`src/rtl/hatch_ctrl_pkg.sv`:
```
// Shared definitions for the egg-hatching sequencer: FSM state codes,
// stage-code width and a helper that sizes saturating counters.
package hatch_ctrl_pkg;

  // Width of the stage code sent to the dot-matrix transfer block
  localparam int DZ_W = 5;

  // Game states; the numeric codes are also shown on the tube display
  typedef enum logic [1:0] {
    ST_IDLE  = 2'd0,
    ST_INCUB = 2'd1,
    ST_HATCH = 2'd2,
    ST_FAIL  = 2'd3
  } state_t;

  // Bits needed to hold 0..limit; never less than one bit
  function automatic int cnt_w(input int limit);
    return (limit < 1) ? 1 : $clog2(limit + 1);
  endfunction

endpackage

```
`src/rtl/hatch_ctrl_if.sv`:
```
// Bundle of game-control signals between the switch/tick front end
// (master) and the hatch sequencer (slave).
interface hatch_ctrl_if;
  import hatch_ctrl_pkg::*;

  logic            tick;
  logic            start;
  logic            heat;
  logic [DZ_W-1:0] dz_num;
  logic            fail;
  logic            hatched;
  logic            dz_upd;
  logic [1:0]      state;

  modport master (
    output tick, start, heat,
    input  dz_num, fail, hatched, dz_upd, state
  );

  modport slave (
    input  tick, start, heat,
    output dz_num, fail, hatched, dz_upd, state
  );

endinterface

```
`src/rtl/hatch_ctrl_sat_cnt.sv`:
```
// Saturating up-counter: counts on inc, sticks at LIMIT, clr has priority.
module hatch_ctrl_sat_cnt #(
  parameter int WIDTH = 1,
  parameter int LIMIT = 1
) (
  input  logic             clk,
  input  logic             rst,
  input  logic             inc,
  input  logic             clr,
  output logic [WIDTH-1:0] count,
  output logic             at_limit
);

  localparam logic [WIDTH-1:0] LIM = WIDTH'(LIMIT);

  logic [WIDTH-1:0] r_count;

  // Count register: clear first, otherwise increment until the limit
  always_ff @(posedge clk or posedge rst) begin
    if (rst) begin
      r_count <= '0;
    end else if (clr) begin
      r_count <= '0;
    end else if (inc && (r_count != LIM)) begin
      r_count <= r_count + 1'b1;
    end
  end

  assign count    = r_count;
  assign at_limit = (r_count == LIM);

endmodule

```
`src/rtl/hatch_ctrl.sv`:
```
// Egg-hatching game sequencer: times incubation from the 1 Hz tick and the
// heat switch, and produces the stage code, fail/hatched flags and an
// update strobe for the dot-matrix blocks.
module hatch_ctrl
  import hatch_ctrl_pkg::*;
#(
  parameter int STAGE_TICKS = 4,
  parameter int STAGES      = 16,
  parameter int COLD_LIMIT  = 3,
  parameter int HOT_LIMIT   = 10
) (
  input  logic  clk,
  input  logic  rst,
  hatch_ctrl_if.slave bus
);

  localparam int HOT_W  = cnt_w(HOT_LIMIT);
  localparam int COLD_W = cnt_w(COLD_LIMIT);
  localparam int STG_W  = cnt_w(STAGE_TICKS - 1);

  // Counter value one short of the kill limit: the next tick of that kind kills
  localparam logic [HOT_W-1:0]  HOT_LAST  = HOT_W'(HOT_LIMIT - 1);
  localparam logic [COLD_W-1:0] COLD_LAST = COLD_W'(COLD_LIMIT - 1);
  localparam logic [DZ_W-1:0]   STAGES_C  = DZ_W'(STAGES);

  state_t          r_state;
  logic [DZ_W-1:0] r_dz_num;
  logic            r_fail;
  logic            r_hatched;
  logic            r_dz_upd;

  state_t          w_state_next;
  logic [DZ_W-1:0] w_dz_next;
  logic            w_fail_next;
  logic            w_hatched_next;
  logic            w_upd_next;

  logic              w_hot_inc, w_hot_clr, w_hot_max;
  logic              w_cold_inc, w_cold_clr, w_cold_max;
  logic              w_stage_inc, w_stage_clr, w_stage_wrap;
  logic [HOT_W-1:0]  w_hot_cnt;
  logic [COLD_W-1:0] w_cold_cnt;
  logic [STG_W-1:0]  w_stage_cnt;
  logic [DZ_W-1:0]   w_dz_inc;
  logic              w_hot_kill, w_cold_kill;

  hatch_ctrl_sat_cnt #(.WIDTH(HOT_W), .LIMIT(HOT_LIMIT)) u_hot_cnt (
    .clk(clk), .rst(rst), .inc(w_hot_inc), .clr(w_hot_clr),
    .count(w_hot_cnt), .at_limit(w_hot_max)
  );

  hatch_ctrl_sat_cnt #(.WIDTH(COLD_W), .LIMIT(COLD_LIMIT)) u_cold_cnt (
    .clk(clk), .rst(rst), .inc(w_cold_inc), .clr(w_cold_clr),
    .count(w_cold_cnt), .at_limit(w_cold_max)
  );

  // Stage-tick counter tops out at STAGE_TICKS-1; a warm tick there wraps it via clr
  hatch_ctrl_sat_cnt #(.WIDTH(STG_W), .LIMIT(STAGE_TICKS - 1)) u_stage_cnt (
    .clk(clk), .rst(rst), .inc(w_stage_inc), .clr(w_stage_clr),
    .count(w_stage_cnt), .at_limit(w_stage_wrap)
  );

  assign w_dz_inc    = r_dz_num + 1'b1;
  // A saturated counter also counts as a kill so the egg can never outlive it
  assign w_hot_kill  = (w_hot_cnt == HOT_LAST) || w_hot_max;
  assign w_cold_kill = (w_cold_cnt == COLD_LAST) || w_cold_max;

  // State and output registers
  always_ff @(posedge clk or posedge rst) begin
    if (rst) begin
      r_state   <= ST_IDLE;
      r_dz_num  <= '0;
      r_fail    <= 1'b0;
      r_hatched <= 1'b0;
      r_dz_upd  <= 1'b0;
    end else begin
      r_state   <= w_state_next;
      r_dz_num  <= w_dz_next;
      r_fail    <= w_fail_next;
      r_hatched <= w_hatched_next;
      r_dz_upd  <= w_upd_next;
    end
  end

  // Next-state, next-output and counter control
  always_comb begin
    w_state_next   = r_state;
    w_dz_next      = r_dz_num;
    w_fail_next    = r_fail;
    w_hatched_next = r_hatched;
    w_upd_next     = 1'b0;
    w_hot_inc      = 1'b0;
    w_hot_clr      = 1'b0;
    w_cold_inc     = 1'b0;
    w_cold_clr     = 1'b0;
    w_stage_inc    = 1'b0;
    w_stage_clr    = 1'b0;

    case (r_state)
      ST_INCUB: begin
        // start is ignored mid-game; only ticks move the game on
        if (bus.tick) begin
          if (bus.heat) begin
            w_cold_clr  = 1'b1;
            w_hot_inc   = 1'b1;
            w_stage_clr = w_stage_wrap;
            w_stage_inc = !w_stage_wrap;
            if (w_hot_kill) begin
              // Overheating beats a coincident stage step: stage code frozen
              w_state_next = ST_FAIL;
              w_fail_next  = 1'b1;
              w_upd_next   = 1'b1;
            end else if (w_stage_wrap) begin
              w_dz_next  = w_dz_inc;
              w_upd_next = 1'b1;
              if (w_dz_inc == STAGES_C) begin
                w_state_next   = ST_HATCH;
                w_hatched_next = 1'b1;
              end
            end
          end else begin
            w_hot_clr  = 1'b1;
            w_cold_inc = 1'b1;
            if (w_cold_kill) begin
              w_state_next = ST_FAIL;
              w_fail_next  = 1'b1;
              w_upd_next   = 1'b1;
            end
          end
        end
      end
      default: begin
        // IDLE, HATCH, FAIL: start (re)begins a game, any tick is dropped
        if (bus.start) begin
          w_state_next   = ST_INCUB;
          w_dz_next      = '0;
          w_fail_next    = 1'b0;
          w_hatched_next = 1'b0;
          w_upd_next     = 1'b1;
          w_hot_clr      = 1'b1;
          w_cold_clr     = 1'b1;
          w_stage_clr    = 1'b1;
        end
      end
    endcase
  end

  assign bus.dz_num  = r_dz_num;
  assign bus.fail    = r_fail;
  assign bus.hatched = r_hatched;
  assign bus.dz_upd  = r_dz_upd;
  assign bus.state   = r_state;

endmodule

```
`src/flat_wrapper.sv`:
```
// flat-port wrapper written by rule: the top's interface ports become plain ports
module hatch_ctrl_flat import hatch_ctrl_pkg::*;
#(
  parameter int STAGE_TICKS = 4,
  parameter int STAGES      = 16,
  parameter int COLD_LIMIT  = 3,
  parameter int HOT_LIMIT   = 10
)
  (clk, rst, bus_tick, bus_start, bus_heat, bus_dz_num, bus_fail, bus_hatched, bus_dz_upd, bus_state);
  hatch_ctrl_if bus_i ();
  input  logic clk;
  input  logic rst;
  input wire logic [$bits(bus_i.tick)-1:0] bus_tick;
  input wire logic [$bits(bus_i.start)-1:0] bus_start;
  input wire logic [$bits(bus_i.heat)-1:0] bus_heat;
  output wire logic [$bits(bus_i.dz_num)-1:0] bus_dz_num;
  output wire logic [$bits(bus_i.fail)-1:0] bus_fail;
  output wire logic [$bits(bus_i.hatched)-1:0] bus_hatched;
  output wire logic [$bits(bus_i.dz_upd)-1:0] bus_dz_upd;
  output wire logic [$bits(bus_i.state)-1:0] bus_state;
  assign bus_i.tick = bus_tick;
  assign bus_i.start = bus_start;
  assign bus_i.heat = bus_heat;
  assign bus_dz_num = bus_i.dz_num;
  assign bus_fail = bus_i.fail;
  assign bus_hatched = bus_i.hatched;
  assign bus_dz_upd = bus_i.dz_upd;
  assign bus_state = bus_i.state;
  hatch_ctrl #(.STAGE_TICKS(STAGE_TICKS), .STAGES(STAGES), .COLD_LIMIT(COLD_LIMIT), .HOT_LIMIT(HOT_LIMIT)) u_core (.clk(clk), .rst(rst), .bus(bus_i));
endmodule
```
`config.mk`:
```
export PLATFORM = sky130hd
export DESIGN_NAME = hatch_ctrl_flat
export DESIGN_NICKNAME = d
export VERILOG_FILES = /design/src/rtl/hatch_ctrl_pkg.sv /design/src/rtl/hatch_ctrl_if.sv /design/src/rtl/hatch_ctrl_sat_cnt.sv /design/src/rtl/hatch_ctrl.sv /design/src/flat_wrapper.sv
export SDC_FILE = /design/constraint.sdc
export NUM_CORES = 1
export LEC_CHECK = 0
export ABC_AREA = 0
export CAP_MARGIN = 5
export CORE_MARGIN = 4
export CORE_UTILIZATION = 53
export DETAILED_ROUTE_END_ITERATION = 7
export GPL_ROUTABILITY_DRIVEN = 1
export PLACE_DENSITY = 0.86
export REMOVE_ABC_BUFFERS = 1
export SETUP_SLACK_MARGIN = 0.3
export SLEW_MARGIN = 40
export SYNTH_ARGS = -nofsm -noshare
export SYNTH_HDL_FRONTEND = slang
export SYNTH_HIERARCHICAL = 1
export SYNTH_SLANG_ARGS = --single-unit
export TNS_END_PERCENT = 100
```
`constraint.sdc`:
```
create_clock -name clk -period 1.9 [get_ports clk]
set_input_delay 0.38 -clock clk [delete_from_list [all_inputs] [get_ports clk]]
set_output_delay 0.38 -clock clk [all_outputs]
set_load 0.05 [all_outputs]
```
== Yosys cells after proc, flatten, opt, wreduce, memory -nomap -nowiden ==
Cells that the tools add are included.

* Bits in registers: 18
* Input port bits: 5
* Output and inout bits: 10
* Word-level logic and storage cells: 98

* Add/sub/neg operators: 4
* Equal/unequal tests: 19
* Multiplexer cells: 53
* Reductions and logical operators: 14

{| class="wikitable"
|+ Operators by type and width
! kind !! number
|-
| two-way mux 1 bit || 33
|-
| two-way mux 5 bit || 6
|-
| two-way mux 2 bit || 12
|-
| != test 2 bit (second input constant) || 5
|-
| AND reduction 5 bit || 2
|-
| equality test 4 bit (second input constant) || 2
|-
| two-way mux 4 bit || 2
|-
| != test 4 x 2 -> 1 bit (second input constant) || 2
|-
| nonzero test 2 bit || 4
|-
| equality test 2 bit (second input constant) || 3
|-
| != test 3 x 2 -> 1 bit (second input constant) || 2
|-
| AND reduction 6 bit || 1
|-
| adder 5 x 1 -> 5 bit (second input constant) || 1
|-
| equality test 5 bit (second input constant) || 1
|-
| adder 2 x 1 -> 2 bit (second input constant) || 2
|-
| adder 4 x 1 -> 4 bit (second input constant) || 1
|-
| != test 2 x 1 -> 1 bit (second input constant) || 2
|-
| != test 4 bit (second input constant) || 1
|-
| AND reduction 4 bit || 1
|-
| logical AND 1 bit || 3
|-
| equality test 2 x 1 -> 1 bit (second input constant) || 1
|-
| logical OR 1 bit || 2
|-
| logical NOT 1 bit || 1
|}

== Logic depth before layout (Yosys ltp) ==
* Depth in word-level cells: 8
* Mapped depth: 8

== Cells and area by module ==
Netlist, hierarchy kept.

{| class="wikitable"
|+ By module, submodules not included
! module !! times used !! cells an instance !! area each (um2) !! sequential area each (um2)
|-
| hatch_ctrl || 1 || 64 || 574.3 || 250.2
|-
| hatch_ctrl_sat_cnt (u_core.u_cold_cnt ...) || 2 || 11 || 127.6 || 50.0
|-
| hatch_ctrl_sat_cnt (u_core.u_hot_cnt) || 1 || 22 || 232.7 || 100.1
|}

== Worst setup path after synthesis ==
No wires, ideal clock.

* Path kind: reg-to-reg
* Start point: register u_core.r_state[0], in the netlist u_core/bus.state[0]
* End point: register u_core.u_hot_cnt.r_count[2], in the netlist u_core/u_hot_cnt/count[2]
* Arrival time: 1.720 ns
* Slack: 0.105 ns
* Cell stages (with the launch flop): 7
* Buffers on the path: 0
* Path through: dfrtp_1 > and3b_2 > nand2_1 > inv_1 > nand2_1 > or3b_1 > a21oi_2

* Cells in the longest elaborated chain, start to end: 4
* Elaborated cells on any way between the ends: 6
* Those cells by class: 1 x eq/ne; 3 x mux; 2 x reduce/logical

{| class="wikitable"
|+ RTL lines
! item !! line !! text
|-
| from (decl) || hatch_ctrl.sv:26 || <nowiki>state_t r_state;</nowiki>
|-
| from (signal assigned) || hatch_ctrl.sv:77 || <nowiki>r_state <= w_state_next;</nowiki>
|-
| equality test 2 x 1 -> 1 bit || hatch_ctrl.sv:99 || <nowiki>case (r_state)</nowiki>
|-
| two-way mux 1 bit || hatch_ctrl.sv:99 ||
|-
| net u_core.w_hot_inc || hatch_ctrl.sv:38 || <nowiki>logic w_hot_inc, w_hot_clr, w_hot_max;</nowiki>
|-
| logical AND 1 bit || hatch_ctrl_sat_cnt.sv:24 || <nowiki>end else if (inc && (r_count != LIM)) begin</nowiki>
|-
| nonzero test 2 bit (no line) || -- ||
|-
| to (signal assigned) || hatch_ctrl_sat_cnt.sv:25 || <nowiki>r_count <= r_count + 1'b1;</nowiki>
|-
| to (decl) || hatch_ctrl_sat_cnt.sv:16 || <nowiki>logic [WIDTH-1:0] r_count;</nowiki>
|}

The timed path passes the listed nets, and every way through them passes these cells.
A chain may end at the register's enable or synchronous reset.

== Final worst setup path ==
* Start point: register u_core.u_hot_cnt.r_count[0], in the netlist u_core/u_hot_cnt/count[0]
* End point: register u_core.r_dz_num[4], in the netlist u_core/bus.dz_num[4]

* Cells in the longest elaborated chain, start to end: 4
* Elaborated cells on any way between the ends: 5
* Those cells by class: 3 x eq/ne; 2 x reduce/logical

{| class="wikitable"
|+ RTL lines
! item !! line !! text
|-
| equality test 4 bit || hatch_ctrl_sat_cnt.sv:30 || <nowiki>assign at_limit = (r_count == LIM);</nowiki>
|-
| net u_core.w_hot_max || hatch_ctrl.sv:38 ||
|-
| logical OR 1 bit || hatch_ctrl.sv:65 || <nowiki>assign w_hot_kill = (w_hot_cnt == HOT_LAST) || w_hot_max;</nowiki>
|-
| != test 2 bit (no line) || -- ||
|-
| AND reduction 5 bit (no line) || -- ||
|-
| to (signal assigned) || hatch_ctrl.sv:78 || <nowiki>r_dz_num <= w_dz_next;</nowiki>
|-
| to (decl) || hatch_ctrl.sv:27 || <nowiki>logic [DZ_W-1:0] r_dz_num;</nowiki>
|}

The timed path passes the listed nets, and every way through them passes these cells.

==> run summary <==
Synth async-reset ratio -> 1.00
Syn_area_per_cell -> 9.84 µm²
Count of cell types in the netlist -> 33
Floorplan core area -> 1820 µm²
Setup Skew -> 0.00248 ns
Clock Sinks -> 18
Largest net degree at the start of global routing -> 11
Die H -> 52.8 µm
Most common flop cell mapped by yosys -> dfrtp_1
Final period util -> 0.848
Max-slew violation count -> 0
Clock-pin slew on the worst setup and hold paths -> 0.10 ns
P&R area growth vs syn -> 28.2%
CTS Buffer Depth -> 2
Fmax -> 620 MHz
First-pass GRT wire length -> 3.75 mm
CP Max Fanout -> 4
# IOs -> 15
Ant. Diodes -> 0
Crit path DAT -> 1.79 ns
P_leak -> 0.694 nW
Vias in the first global route -> 851
Critical path required time -> 2.08 ns
Detailed Route Iter0 Violations -> 13
Pin slew with the least headroom to its limit -> 0.645 ns
Crit end category -> flip-flop
Final #Nets -> 146
Critical Path Source Type -> flip-flop
CTS tree -> done
RSZ-0062 raised after global routing -> true
H-tree depth -> 1
Gate Count Post-Synth -> 108
Register area share after synthesis -> 0.424
Starting Density -> 0.584
Outcome -> complete, no violations
Max VDD drop -> 0.706 mV
Dpl hpwl -> 1.63 mm
Die W -> 52.8 µm
Global route overflow -> 0
Final worst setup slack -> 0.288 ns
Syn. warnings -> 6
Initial DRT Pass Iterations -> 4
Final setup vio count -> 0
Post-synth top area share -> 0.424
Total global-route track usage -> 0.178
CTS Buf Count -> 3
Worst-Skew Late Latency -> 0.29 ns
Routed Antenna Nets -> 0
Root Buffer -> clkbuf_4
Tmin final -> 1.61 ns
Leading area contributor after synthesis -> dfrtp_1
WS Path Type -> flip-flop to flip-flop
EDFF count, synth -> 0
Layout cells sized above 1 -> 0.311
Rows -> 15
Post-CTS Hold Buffers -> 0
DRC viols -> 0
#FFs+latches synth -> 18
Reg2reg setup slack -> 0.29 ns
DRT Wirelength -> 2.37 mm
Final hold violation count -> 0
Port bufs -> 14
Largest cells by area after synthesis -> dfrtp_1 (42%), ha_1 (5.9%), nand2_1 (4.2%)
Worst hold path class -> input port to async pin
Max_slew headroom -> 0.565
Pwr/cell area -> 933 nW/µm²
Initial antenna violation count -> 0
Placer Congestion -> 0.793
Worst hold slack -> 0.350 ns
Mapped Area -> 1060 µm²
WL per Instance -> 14.8 µm
Dpl ws -> 0.0125 ns
Max Cap Viol -> 0
Fillcell total -> 117
Via density per instance -> 5.86
Die area -> 2780 µm²
Via count -> 937
## critical path: stages, from the launching register on
cell and delay [ns]:
dfrtp_1 0.39, inv_2 0.07, ha_4 0.17, nand3b_4 0.08, inv_2 0.03, and2b_2 0.26
and4_4 0.26, nand4_1 0.12, mux2i_1 0.14
## cell usage after synthesis (2+ instances only)
cell type and number:
a21oi_1 5, dfrtp_1 18, ha_1 5, inv_1 9, mux2_4 2, mux2i_1 2, nand2_1 12, nand2b_1 2
nand3_1 8, nand4_1 2, nand4bb_1 3, nor2_1 9, nor2b_1 4, nor2b_4 2, o21a_1 2, o21ai_0 6
## flip-flops by register name, indices dropped and copies added (netlist names)
signal and cells:
u_core/bus.dz_upd 1, u_core/u_stage_cnt/count 2, u_core/bus.dz_num 5, u_core/bus.state 2, u_core/bus.hatched 1, u_core/u_cold_cnt/count 2
u_core/bus.fail 1, u_core/u_hot_cnt/count 4
## worst paths after layout
path / from / end / depth (start not counted)
hold reg to reg: u_core/bus.hatched / u_core/bus.hatched / 1
setup reg to reg: u_core/u_hot_cnt/count[0] / u_core/bus.dz_num[4] / 8
max in group asynchronous: rst / u_core/bus.dz_num[3] / 2
min in group clk: u_core/bus.hatched / u_core/bus.hatched / 1
setup / recovery: u_core/u_hot_cnt/count[0] / u_core/bus.dz_num[4] / 8
hold / removal: rst / u_core/u_stage_cnt/count[0] / 2
## area by class of cell
| type | count | area [µm²] | area share |
|---|---|---|---|
| sequential | 18 | 450 | 0.331 |
| clock buffer | 4 | 36.3 | 0.0267 |
| tap | 25 | 31.3 | 0.0230 |
| inverter | 9 | 33.8 | 0.0248 |
| timing repair buffer | 24 | 198 | 0.145 |
| multi-input combinational | 80 | 612 | 0.449 |
## stage by stage
step	instance area, µm²	cells	setup TNS [ns]	total power [mW]	util
3_5_place_dp	1240	150	0	0.982	0.682
6_report	1360	160	0	1.27	0.748
4_1_cts	1320	159	0	1.23	0.726
3_3_place_gp	1240	150	0	0.961	0.682
5_1_grt	1360	160	0	1.34	0.748
2_1_floorplan	1060	107	-0.220	0.848	-
## layout by cell type (no fill, tap or decap), types with 4 or more instances in the layout
master,count
dfrtp_1,18
buf_4,16
nand2_1,10
nor2_1,8
nand3_1,8
inv_1,6
a21oi_1,5
o21ai_0,5
clkdlybuf4s50_1,4
nor2b_1,4
## logic make-up after synthesis
family          after synthesis  synth area share
fa+ha+maj                     5            0.0589
xor+xnor                      1           0.00825
simple gates                 52             0.319
buf+inv                      10            0.0353
mux                           4            0.0471
compound gates               18             0.107
flops                        18             0.424
## where the power goes
group | switching [mW] | total, mW | internal, mW | leakage (nW)
Clock | 0.117 | 0.234 | 0.117 | 0.0210
Combinational | 0.289 | 0.508 | 0.219 | 0.437
Sequential | 0.0722 | 0.528 | 0.456 | 0.236
Total | 0.479 | 1.27 | 0.791 | 0.694
## metal layers
metal | up-vias | global-route usage | share of wire
li1 | 436 | - | -
met1 | 471 | 0.244 | 0.47
met2 | 24 | 0.283 | 0.49
met3 | 6 | 0.0256 | 0.030
met4 | 0 | 0.0638 | 0.011
met5 | - | 0 | 0
## what timing repair did
action | 4_1_cts | 5_1_grt
hold endpoints to repair | 0 | 0
pin swaps | 3 | 4
gates resized for setup | 7 | 10
setup endpoints to repair | 10 | 13
setup buffers | 5 | 1
Power figures use the tool's default switching activity.
